### src/rtl/reaction_round_ctrl.sv
// Reaction-time game round controller: arms the random delay, lights GO,
// measures press latency in ms ticks and flags false starts and timeouts.
module reaction_round_ctrl #(
    parameter int TIME_W   = 14,
    parameter int TICK_DIV = 1000,
    parameter int MAX_TIME = 9999
) (
    input  logic              ClockIn,
    input  logic              ResetN,
    input  logic              Start,
    input  logic              Button,
    input  logic              DelayDone,
    output logic              DelayEnable,
    output logic              Led,
    output logic [TIME_W-1:0] TimeMs,
    output logic              Valid,
    output logic              FalseStart,
    output logic              Timeout
);

    // state | meaning
    // IDLE  | after reset, waiting for the first start
    // ARMED | delay counter enabled, waiting for its done
    // GO    | light on, counting ms until press or saturation
    // DONE  | result final (press or timeout), waiting for start
    // FOUL  | pressed before the light, waiting for start
    typedef enum logic [2:0] {S_IDLE, S_ARMED, S_GO, S_DONE, S_FOUL} state_t;

    localparam int PRESC_W = (TICK_DIV > 1) ? $clog2(TICK_DIV) : 1;

    state_t             state;
    logic [2:0]         start_sh;
    logic [2:0]         button_sh;
    logic               start_ev;
    logic               button_ev;
    logic [PRESC_W-1:0] presc;
    logic               tick;
    logic               arm;

    // [0],[1] form the synchronizer, [2] holds the previous synchronized level
    always_ff @(posedge ClockIn or negedge ResetN) begin
        if (!ResetN) begin
            start_sh  <= '0;
            button_sh <= '0;
            start_ev  <= 1'b0;
            button_ev <= 1'b0;
        end else begin
            start_sh  <= {start_sh[1:0], Start};
            button_sh <= {button_sh[1:0], Button};
            start_ev  <= start_sh[1] & ~start_sh[2];
            button_ev <= button_sh[1] & ~button_sh[2];
        end
    end

    assign tick = (presc == PRESC_W'(TICK_DIV - 1));
    assign arm  = start_ev && (state == S_IDLE || state == S_DONE || state == S_FOUL);

    always_ff @(posedge ClockIn or negedge ResetN) begin
        if (!ResetN) begin
            state       <= S_IDLE;
            presc       <= '0;
            DelayEnable <= 1'b0;
            Led         <= 1'b0;
            TimeMs      <= '0;
            Valid       <= 1'b0;
            FalseStart  <= 1'b0;
            Timeout     <= 1'b0;
        end else if (arm) begin
            state       <= S_ARMED;
            DelayEnable <= 1'b1;
            Led         <= 1'b0;
            TimeMs      <= '0;
            Valid       <= 1'b0;
            FalseStart  <= 1'b0;
            Timeout     <= 1'b0;
        end else begin
            case (state)
                S_ARMED: begin
                    if (button_ev) begin
                        state       <= S_FOUL;
                        DelayEnable <= 1'b0;
                        FalseStart  <= 1'b1;
                    end else if (DelayDone) begin
                        state       <= S_GO;
                        DelayEnable <= 1'b0;
                        Led         <= 1'b1;
                        presc       <= '0;
                    end
                end
                S_GO: begin
                    presc <= tick ? '0 : presc + PRESC_W'(1);
                    // a press in the same cycle as a tick keeps the pre-tick time
                    if (button_ev) begin
                        state <= S_DONE;
                        Led   <= 1'b0;
                        Valid <= 1'b1;
                    end else if (tick) begin
                        TimeMs <= TimeMs + TIME_W'(1);
                        if (TimeMs == TIME_W'(MAX_TIME - 1)) begin
                            state   <= S_DONE;
                            Led     <= 1'b0;
                            Valid   <= 1'b1;
                            Timeout <= 1'b1;
                        end
                    end
                end
                default: begin
                end
            endcase
        end
    end

endmodule

### config.mk
export PLATFORM = sky130hd
export DESIGN_NAME = reaction_round_ctrl
export DESIGN_NICKNAME = d
export VERILOG_FILES = /design/src/rtl/reaction_round_ctrl.sv
export SDC_FILE = /design/constraint.sdc
export NUM_CORES = 1
export LEC_CHECK = 0
export ABC_AREA = 1
export BUFFER_PORTS_ARGS = -buffer_cell sky130_fd_sc_hd__buf_2
export CAP_MARGIN = 20
export CORE_MARGIN = 2
export CORE_UTILIZATION = 36
export CTS_CLUSTER_SIZE = 14
export DETAILED_ROUTE_END_ITERATION = 10
export PLACE_DENSITY = 0.65
export SYNTH_ARGS = -nofsm -noshare
export SYNTH_HDL_FRONTEND = slang
export SYNTH_SLANG_ARGS = --single-unit
export TNS_END_PERCENT = 20
### constraint.sdc
create_clock -name ClockIn -period 1.6 [get_ports ClockIn]
set_input_delay 0.32 -clock ClockIn [delete_from_list [all_inputs] [get_ports ClockIn]]
set_output_delay 0.32 -clock ClockIn [all_outputs]
set_load 0.01 [all_outputs]
* Yosys cells after proc, flatten, opt, wreduce, memory -nomap -nowiden
Cells that the tools add are included.
** Word-level totals
- Flip-flop bits (word level) :: 40
- Bits of input ports :: 5
** Operators by class
- Equality and inequality tests :: 14
- Add/subtract/negate cells :: 2
- Bitwise operators :: 5
- Reduce and logical (&&, ||, !) cells :: 22
- Multiplexer cells :: 37
** Operators with widths (count)
- 2-to-1 mux 14 bit :: 4
- 2-to-1 mux 10 bit :: 3
- 2-to-1 mux 1 bit :: 21
- one-hot mux 10 bit (2 select lines) :: 1
- 2-to-1 mux 3 bit :: 6
- adder 14 x 1 -> 14 bit (second input constant) :: 1
- equality test 14 bit (second input constant) :: 1
- inequality test 4 bit (second input constant) :: 3
- AND reduction 4 bit :: 3
- nonzero test 2 bit :: 6
- nonzero test 3 bit :: 4
- adder 10 x 1 -> 10 bit (second input constant) :: 1
- equality test 10 bit (second input constant) :: 1
- equality test 3 x 2 -> 1 bit (second input constant) :: 2
- inequality test 3 bit (second input constant) :: 2
- one-hot mux 3 bit (2 select lines) :: 1
- AND reduction 3 bit :: 2
- AND reduction 5 bit :: 1
- inequality test 2 bit (second input constant) :: 2
- AND reduction 2 bit :: 2
- equality test 3 x 1 -> 1 bit (second input constant) :: 1
- equality test 3 bit (second input constant) :: 1
- logical NOT 3 bit :: 1
- inverter 1 bit :: 3
- other kinds (5) :: 7

* Depth between registers and ports, before layout
Gate-level depths: netlist of the first run.
- Word-level depth :: 6
- Depth in mapped cells :: 9

* Worst setup path before layout of the first run
Ideal clock, no wire load.
- Kind :: register to register
- Start :: register presc[0]
- End :: register TimeMs[6]
- Path slack :: 0.147 ns
- Cell stages (with the launch flop) :: 9
- Data arrival time :: 1.380 ns
- Required time :: 1.527 ns
- Path through :: dfrtp_1 > ha_1 > nand2_2 > nor2_4 > nand3_4 > nor2_8 > buf_6 > nand2_2 > a21oi_2
** Between the ends
- Cells in the longest elaborated chain, start to end :: 3
** Ends and longest elaborated chain
- start: declaration :: RTL line 36 : logic [PRESC_W-1:0] presc;
- start signal: assignment :: RTL line 91 : presc <= tick ? '0 : presc + PRESC_W'(1);
- equality test 10 bit :: RTL line 55 : assign tick = (presc == PRESC_W'(TICK_DIV - 1));
- nonzero test 2 bit (no source line)
- AND reduction 3 bit (no source line)
- end signal: assignment :: RTL line 98 : TimeMs <= TimeMs + TIME_W'(1);
- end: declaration :: RTL line 15 : output logic [TIME_W-1:0] TimeMs,
No other way between the ends.
A chain may end at the register's enable or synchronous reset.

* Final worst setup path of the first run
- Start :: register presc[1]
- End :: register TimeMs[2]
Same word-level chain as after synthesis.

==> results of run 1 <==
[worst max-delay path, stage by stage, from the launching register on]
cell and delay (ns):
dfrtp_1 0.38, ha_2 0.20, nand2_2 0.07, nor2_4 0.10, nand3_4 0.10, nor2_8 0.20, nor2_1 0.06, buf_4 0.15
nand2_1 0.05, o31ai_1 0.05
[power by group through the flow]
stage | logic, mW | registers, mW | clock network [mW]
5_1_grt | 0.0472 | 1.03 | 0.952
3_5_place_dp | 0.0419 | 1.04 | 0
4_1_cts | 0.0416 | 1.02 | 0.902
3_3_place_gp | 0.0410 | 1.04 | 0
2_1_floorplan | 0.00737 | 1.04 | 0
6_report | 0.0400 | 1.03 | 0.874
[Yosys cell counts]
cell      count
nor3_1        8
nand3_1      23
inv_2         2
nand3_4       2
nor2_1       23
nor2_8        1
o21bai_1      1
clkinv_2      1
xnor2_1       1
nand2_1      66
inv_4         1
buf_6         2
nand2_2       4
a21oi_2       1
ha_1          3
o22ai_1       2
o21a_1        2
buf_2         2
nand2_4       1
inv_1        31
o21ai_2       1
o21ai_1       3
o21ai_0      17
nand4_1      23
a211oi_1      1
a21oi_1       9
dfrtp_1      40
nor2_4        5
nand3b_1      1
o31ai_1       1
[per-layer routing]
layer	track usage	wire, um	vias up
met5	0	0	-
met4	0.0550	49	0
met3	0.0261	186	2
met2	0.256	2310	47
met1	0.232	2530	954
li1	-	-	1018
[worst paths after layout]
kind	startpoint	end	slack, ns
min reg2reg	start_sh[0]	start_sh[1]	0.36
min	ResetN	TimeMs[9]	0.008
max	presc[1]	TimeMs[2]	0.11
max reg2reg	presc[1]	TimeMs[2]	0.11
max in group asynchronous	ResetN	Led	1.04
min in group ClockIn	Start	start_sh[0]	0.13
[area by class of cell]
| type | count | area (um^2) |
|---|---|---|
| Multi-Input combinational cell | 199 | 1070 |
| Timing Repair Buffer | 42 | 262 |
| Inverter | 35 | 135 |
| Sequential cell | 40 | 1000 |
| Clock inverter | 2 | 38.8 |
| Clock buffer | 6 | 82.6 |
| Fill cell | 567 | 3230 |
| Tap cell | 75 | 93.8 |
[state kept, by name, indices dropped and copies added, names as in the netlist]
register / flops
DelayEnable: 1
FalseStart: 1
Led: 1
TimeMs: 14
Timeout: 1
Valid: 1
button_ev: 1
button_sh: 3
presc: 10
start_ev: 1
start_sh: 3
state: 3
[per-stage QoR]
| step | util | cell area (um^2) | worst slack [ns] |
|---|---|---|---|
| detailed placement | 0.424 | 2510 | 0.0755 |
| CTS | 0.445 | 2630 | 0.0426 |
| global route | 0.454 | 2690 | 0.00409 |
| finish | 0.454 | 2690 | 0.113 |
| global placement | 0.424 | 2510 | 0.0655 |
| floorplan | - | 2220 | 0.147 |
[cell families (layout without fill, tap and decap cells)]
kind of cell,Yosys count,in the layout,synth area share
AND/OR/NAND/NOR,157,157,0.356
buffers and inverters,39,85,0.0757
adder cells (fa/ha/maj),3,3,0.0169
flip-flops,40,40,0.452
XOR/XNOR,1,1,0.00395
AO/OA/AOI/OAI,38,38,0.0960
[timing repair]
item | 4_1_cts | 5_1_grt
setup buffers | 0 | 3
gates resized for setup | 0 | 9
endpoints found under the setup margin | 0 | 12
==> impl_results.md, run 1 <==
* Run status: finished clean
* CTS root buf: clkbuf_8
* Final estimated routing congestion in global placement at 0.885
* DRT Pass-1 Iters at 4
* Clock period minus worst slack at 1.49 ns
* Post-CTS Hold Fix Bufs at 0
* Synth unique cells at 30
* Final WL at 5080 um
* Clock Skews at 0.00682 ns
* Largest net degree at the start of global routing at 24
* Worst hold-check path type: input port to async pin
* Pleak at 1.38 nW
* Comb pwr share at 0.021
* Ant. Diodes at 0
* Post-Route Setup TNS at 0 ns
* CP max FO at 8
* Total CTS buffers at 5
* Vias in the first global route at 1,860
* Gr usage total at 0.164
* CTS tree: done
* Initial antenna violation count at 0
* Longest Clk Path Bufs at 2
* Crit path DAT at 1.66 ns
* Max-Cap Viols at 0
* YS warnings at 0
* Number of DRC markers in iteration 0 at 110
* Commonest non-fill, non-tap cell in the layout: nand2_1
* Worst-margin pin slew at 0.541 ns
* Fraction of layout instances using a drive strength above 1 at 0.235
* Clock power frac at 0.451
* Switch Pwr at 398 uW
* Antenna Nets Post-Route at 0
* CTS Sinks at 40
* Grt total ovfl at 0
* Via count at 2,021
* Starting Density at 0.374
* Mapped cell area at 0.00222 mm^2
* Post-DP HPWL at 3800 um
* Syn_area_per_cell at 7.97 um^2
* IO Pins at 24
* CTS H-tree lvls at 2
* Seq/Total Area, Yosys at 0.452
* Overall die width at 82.5 um
* First-pass GRT wire length at 8560 um
* Final Cycle Share at 0.929
* Synth Instances at 278
* Sw frac at 0.205
* Hold Vio Cnt, Final at 0
* Setup violators final at 0
* Clk Latency, worst-skew pair at 0.29 ns
* DIE HEIGHT at 82.5 um
* Vias/cell at 5.07
* Register bit total from synthesis at 40
* Synth top area cells: dfrtp_1 (45%), nand2_1 (11%), nand4_1 (6.5%)
* Slew HR at 0.640
* Req. time, crit path at 1.78 ns
* Crit. End Element: flop
* IO Port Bufs at 23
* Clk slew on worst S/H paths at 0.08 ns
* Final nets at 331
* Fin cells at 399
* Pwr Density at 722 mW/mm^2
* Share of the synthesized area in the top cell type at 0.452
* Unrepaired setup endpoints after global routing: no
* Final slew viol count at 0
* Die area at 0.00680 mm^2
* Fmax at 673 MHz
* Area leader, netlist: dfrtp_1
* Setup Crit Path Kind: flop to flop
* VDD IR max at 0.418 mV
* Drt wl/cell at 12.7 um
* Syn nets at 286
* Reg power frac at 0.529
* Remaining DRCs at 0
* Power Internal at 1.54 mW
* Rows at 28
* Worst R2R Path Depth at 9
* Hold slack at 0.00842 ns
* P&R area growth vs syn at 21.2%
* Commonest non-fill, non-tap cells in the layout: nand2_1 (65), dfrtp_1 (39), inv_1 (31)
* Core area at 0.00592 mm^2
* Crit path launch type: flop
* Total Power at 1.94 mW
* Placed Cells at 388
Note: power is estimated with default switching activity, not from simulation.
==> inputs of run 2 (changes only) <==
- HOLD_SLACK_MARGIN: unset -> 0.15
- SLEW_MARGIN: unset -> 20
==> impl_results.md, run 2 (synthesis gave the netlist of run 1 again) <==
* Clk slew on worst S/H paths at 0.08 ns (about the same)
* Crit path DAT at 1.67 ns (was 1.66 ns)
* First-pass GRT wire length at 8600 um (was 8560 um)
* Hold slack at 0.356 ns (was 0.00842 ns)
* Largest register by flop count: TimeMs (unchanged)
* Remaining DRCs at 0 (unchanged)
* CTS tree: done (unchanged)
* IO Port Bufs at 23 (unchanged)
* Commonest non-fill, non-tap cells in the layout: nand2_1 (65), dfrtp_1 (39), inv_1 (31) (unchanged)
* Drt wl/cell at 12.7 um (about the same)
* Starting Density at 0.374 (unchanged)
* Clock Skews at 0.00743 ns (was 0.00682 ns)
* Unrepaired setup endpoints after global routing: no (unchanged)
* Largest regs: TimeMs x14, presc x10 (unchanged)
* Clock period minus worst slack at 1.49 ns (about the same)
* Pwr Density at 717 mW/mm^2 (was 722 mW/mm^2)
* Ant. Diodes at 0 (unchanged)
* Largest register FFs at 14 (unchanged)
* Overall die width at 82.5 um (unchanged)
* Hold Vio Cnt, Final at 0 (unchanged)
* Worst hold-check path type: flop to flop (was input port to async pin)
* Utilization after layout at 0.459 (was 0.454)
* CTS H-tree lvls at 2 (unchanged)
* IO Pins at 24 (unchanged)
* Setup Crit Path Kind: flop to flop (unchanged)
* Layout fillers at 565 (was 567)
* Total CTS buffers at 5 (unchanged)
* CP max stage delay at 0.38 ns (about the same)
* Final Cycle Share at 0.931 (was 0.929)
* Antenna Nets Post-Route at 0 (unchanged)
* Vias/cell at 5.04 (was 5.07)
* Number of DRC markers in iteration 0 at 84 (was 110)
* DRT Pass-1 Iters at 5 (was 4)
* Post-DP HPWL at 3800 um (unchanged)
* CTS root buf: clkbuf_8 (unchanged)
* Core area at 0.00592 mm^2 (unchanged)
* Final WL at 5100 um (was 5080 um)
* Req. time, crit path at 1.78 ns (about the same)
* VDD IR max at 0.414 mV (was 0.418 mV)
* Final nets at 334 (was 331)
* CP max FO at 8 (unchanged)
* Crit. End Element: flop (unchanged)
* Worst path top cell family by delay: simple AND/OR/NAND/NOR gates (unchanged)
* Worst-margin pin slew at 0.543 ns (was 0.541 ns)
* Fmax at 671 MHz (was 673 MHz)
* Fin cells at 402 (was 399)
* CP max-delay cell: dfrtp_1 (unchanged)
* Die area at 0.00680 mm^2 (unchanged)
* Pleak at 1.39 nW (was 1.38 nW)
* DP Area at 0.00251 mm^2 (unchanged)
* Buffers and inverters on the worst path at 1 (unchanged)
* Worst-path cell chain: ha_2 -> nand2_2 -> nor2_4 -> nand3_4 -> nor2_8 -> nor2_1 -> buf_4 -> nand2_1 -> o31ai_1 (unchanged)
* Worst setup margin at 0.111 ns (was 0.113 ns)
* Largest net degree at the start of global routing at 24 (unchanged)
* Crit path launch type: flop (unchanged)
* Place WS at 0.0755 ns (unchanged)
* Setup violators final at 0 (unchanged)
* Grt total ovfl at 0 (unchanged)
* Vias in the first global route at 1,865 (was 1,860)
* DIE HEIGHT at 82.5 um (unchanged)
* Longest Clk Path Bufs at 2 (unchanged)
* Total Power at 1.95 mW (was 1.94 mW)
* Via count at 2,025 (was 2,021)
* Fraction of layout instances using a drive strength above 1 at 0.232 (was 0.235)
* Run status: finished clean (unchanged)
* Final estimated routing congestion in global placement at 0.885 (unchanged)
* Slew HR at 0.638 (was 0.640)
* Clk Latency, worst-skew pair at 0.29 ns (about the same)
* Max-Cap Viols at 0 (unchanged)
* Fin area at 0.00272 mm^2 (was 0.00269 mm^2)
* Gr usage total at 0.165 (was 0.164)
* P&R area growth vs syn at 22.6% (was 21.2%)
* CTS Sinks at 40 (unchanged)
* Rows at 28 (unchanged)
* Initial antenna violation count at 0 (unchanged)
* Post-Route Setup TNS at 0 ns (unchanged)
* Commonest non-fill, non-tap cell in the layout: nand2_1 (unchanged)
* Final slew viol count at 0 (unchanged)
* Placed Cells at 388 (unchanged)
-- run 2: final timing paths --
check / start / endpoint / slack, ns / depth (start not counted)
setup / recovery: presc[1] / TimeMs[2] / 0.11 / 9
hold / removal: start_sh[0] / start_sh[1] / 0.36 / 0
setup reg to reg: presc[1] / TimeMs[2] / 0.11 / 9
hold reg to reg: start_sh[0] / start_sh[1] / 0.36 / 0
max in group asynchronous: ResetN / Led / 0.50 / 3
min in group asynchronous: ResetN / TimeMs[9] / 0.55 / 2
-- run 2: per-layer routing --
layer	vias up	track usage	part of all wire	wire length, um
li1	1023	-	-	-
met4	0	0.0550	0.0096	49
met3	2	0.0261	0.039	197
met1	952	0.233	0.49	2490
met2	48	0.258	0.46	2360
met5	-	0	0	0
-- run 2: worst register-to-register path, cell delays in order (launching register included) --
cell     delay [ns]
dfrtp_1        0.38
ha_2           0.20
nand2_2        0.07
nor2_4         0.10
nand3_4        0.10
nor2_8         0.20
nor2_1         0.06
buf_4          0.15
nand2_1        0.05
o31ai_1        0.06
-- run 2: timing repair --
item                       in CTS  in global routing
resized for setup               0                  9
hold buffers                    3                  0
hold endpoints to repair       23                  0
setup buffers                   0                  3
setup endpoints to repair       0                 12
-- run 2: final cells by class --
cell class | instances | area (um^2) | area share
clock buffers | 6 | 82.6 | 0.0304
flip-flops and latches | 40 | 1000 | 0.369
multi-input cells | 199 | 1070 | 0.395
clock inverters | 2 | 38.8 | 0.0143
repair buffers | 45 | 292 | 0.107
well taps | 75 | 93.8 | 0.0345
inverters | 35 | 135 | 0.0497
-- run 2: power by group --
part / internal [mW] / leakage, nW / switching [mW]
Clock: 0.510 / 0.0614 / 0.365
Combinational: 0.0160 / 0.852 / 0.0295
Sequential: 1.02 / 0.479 / 0.00520
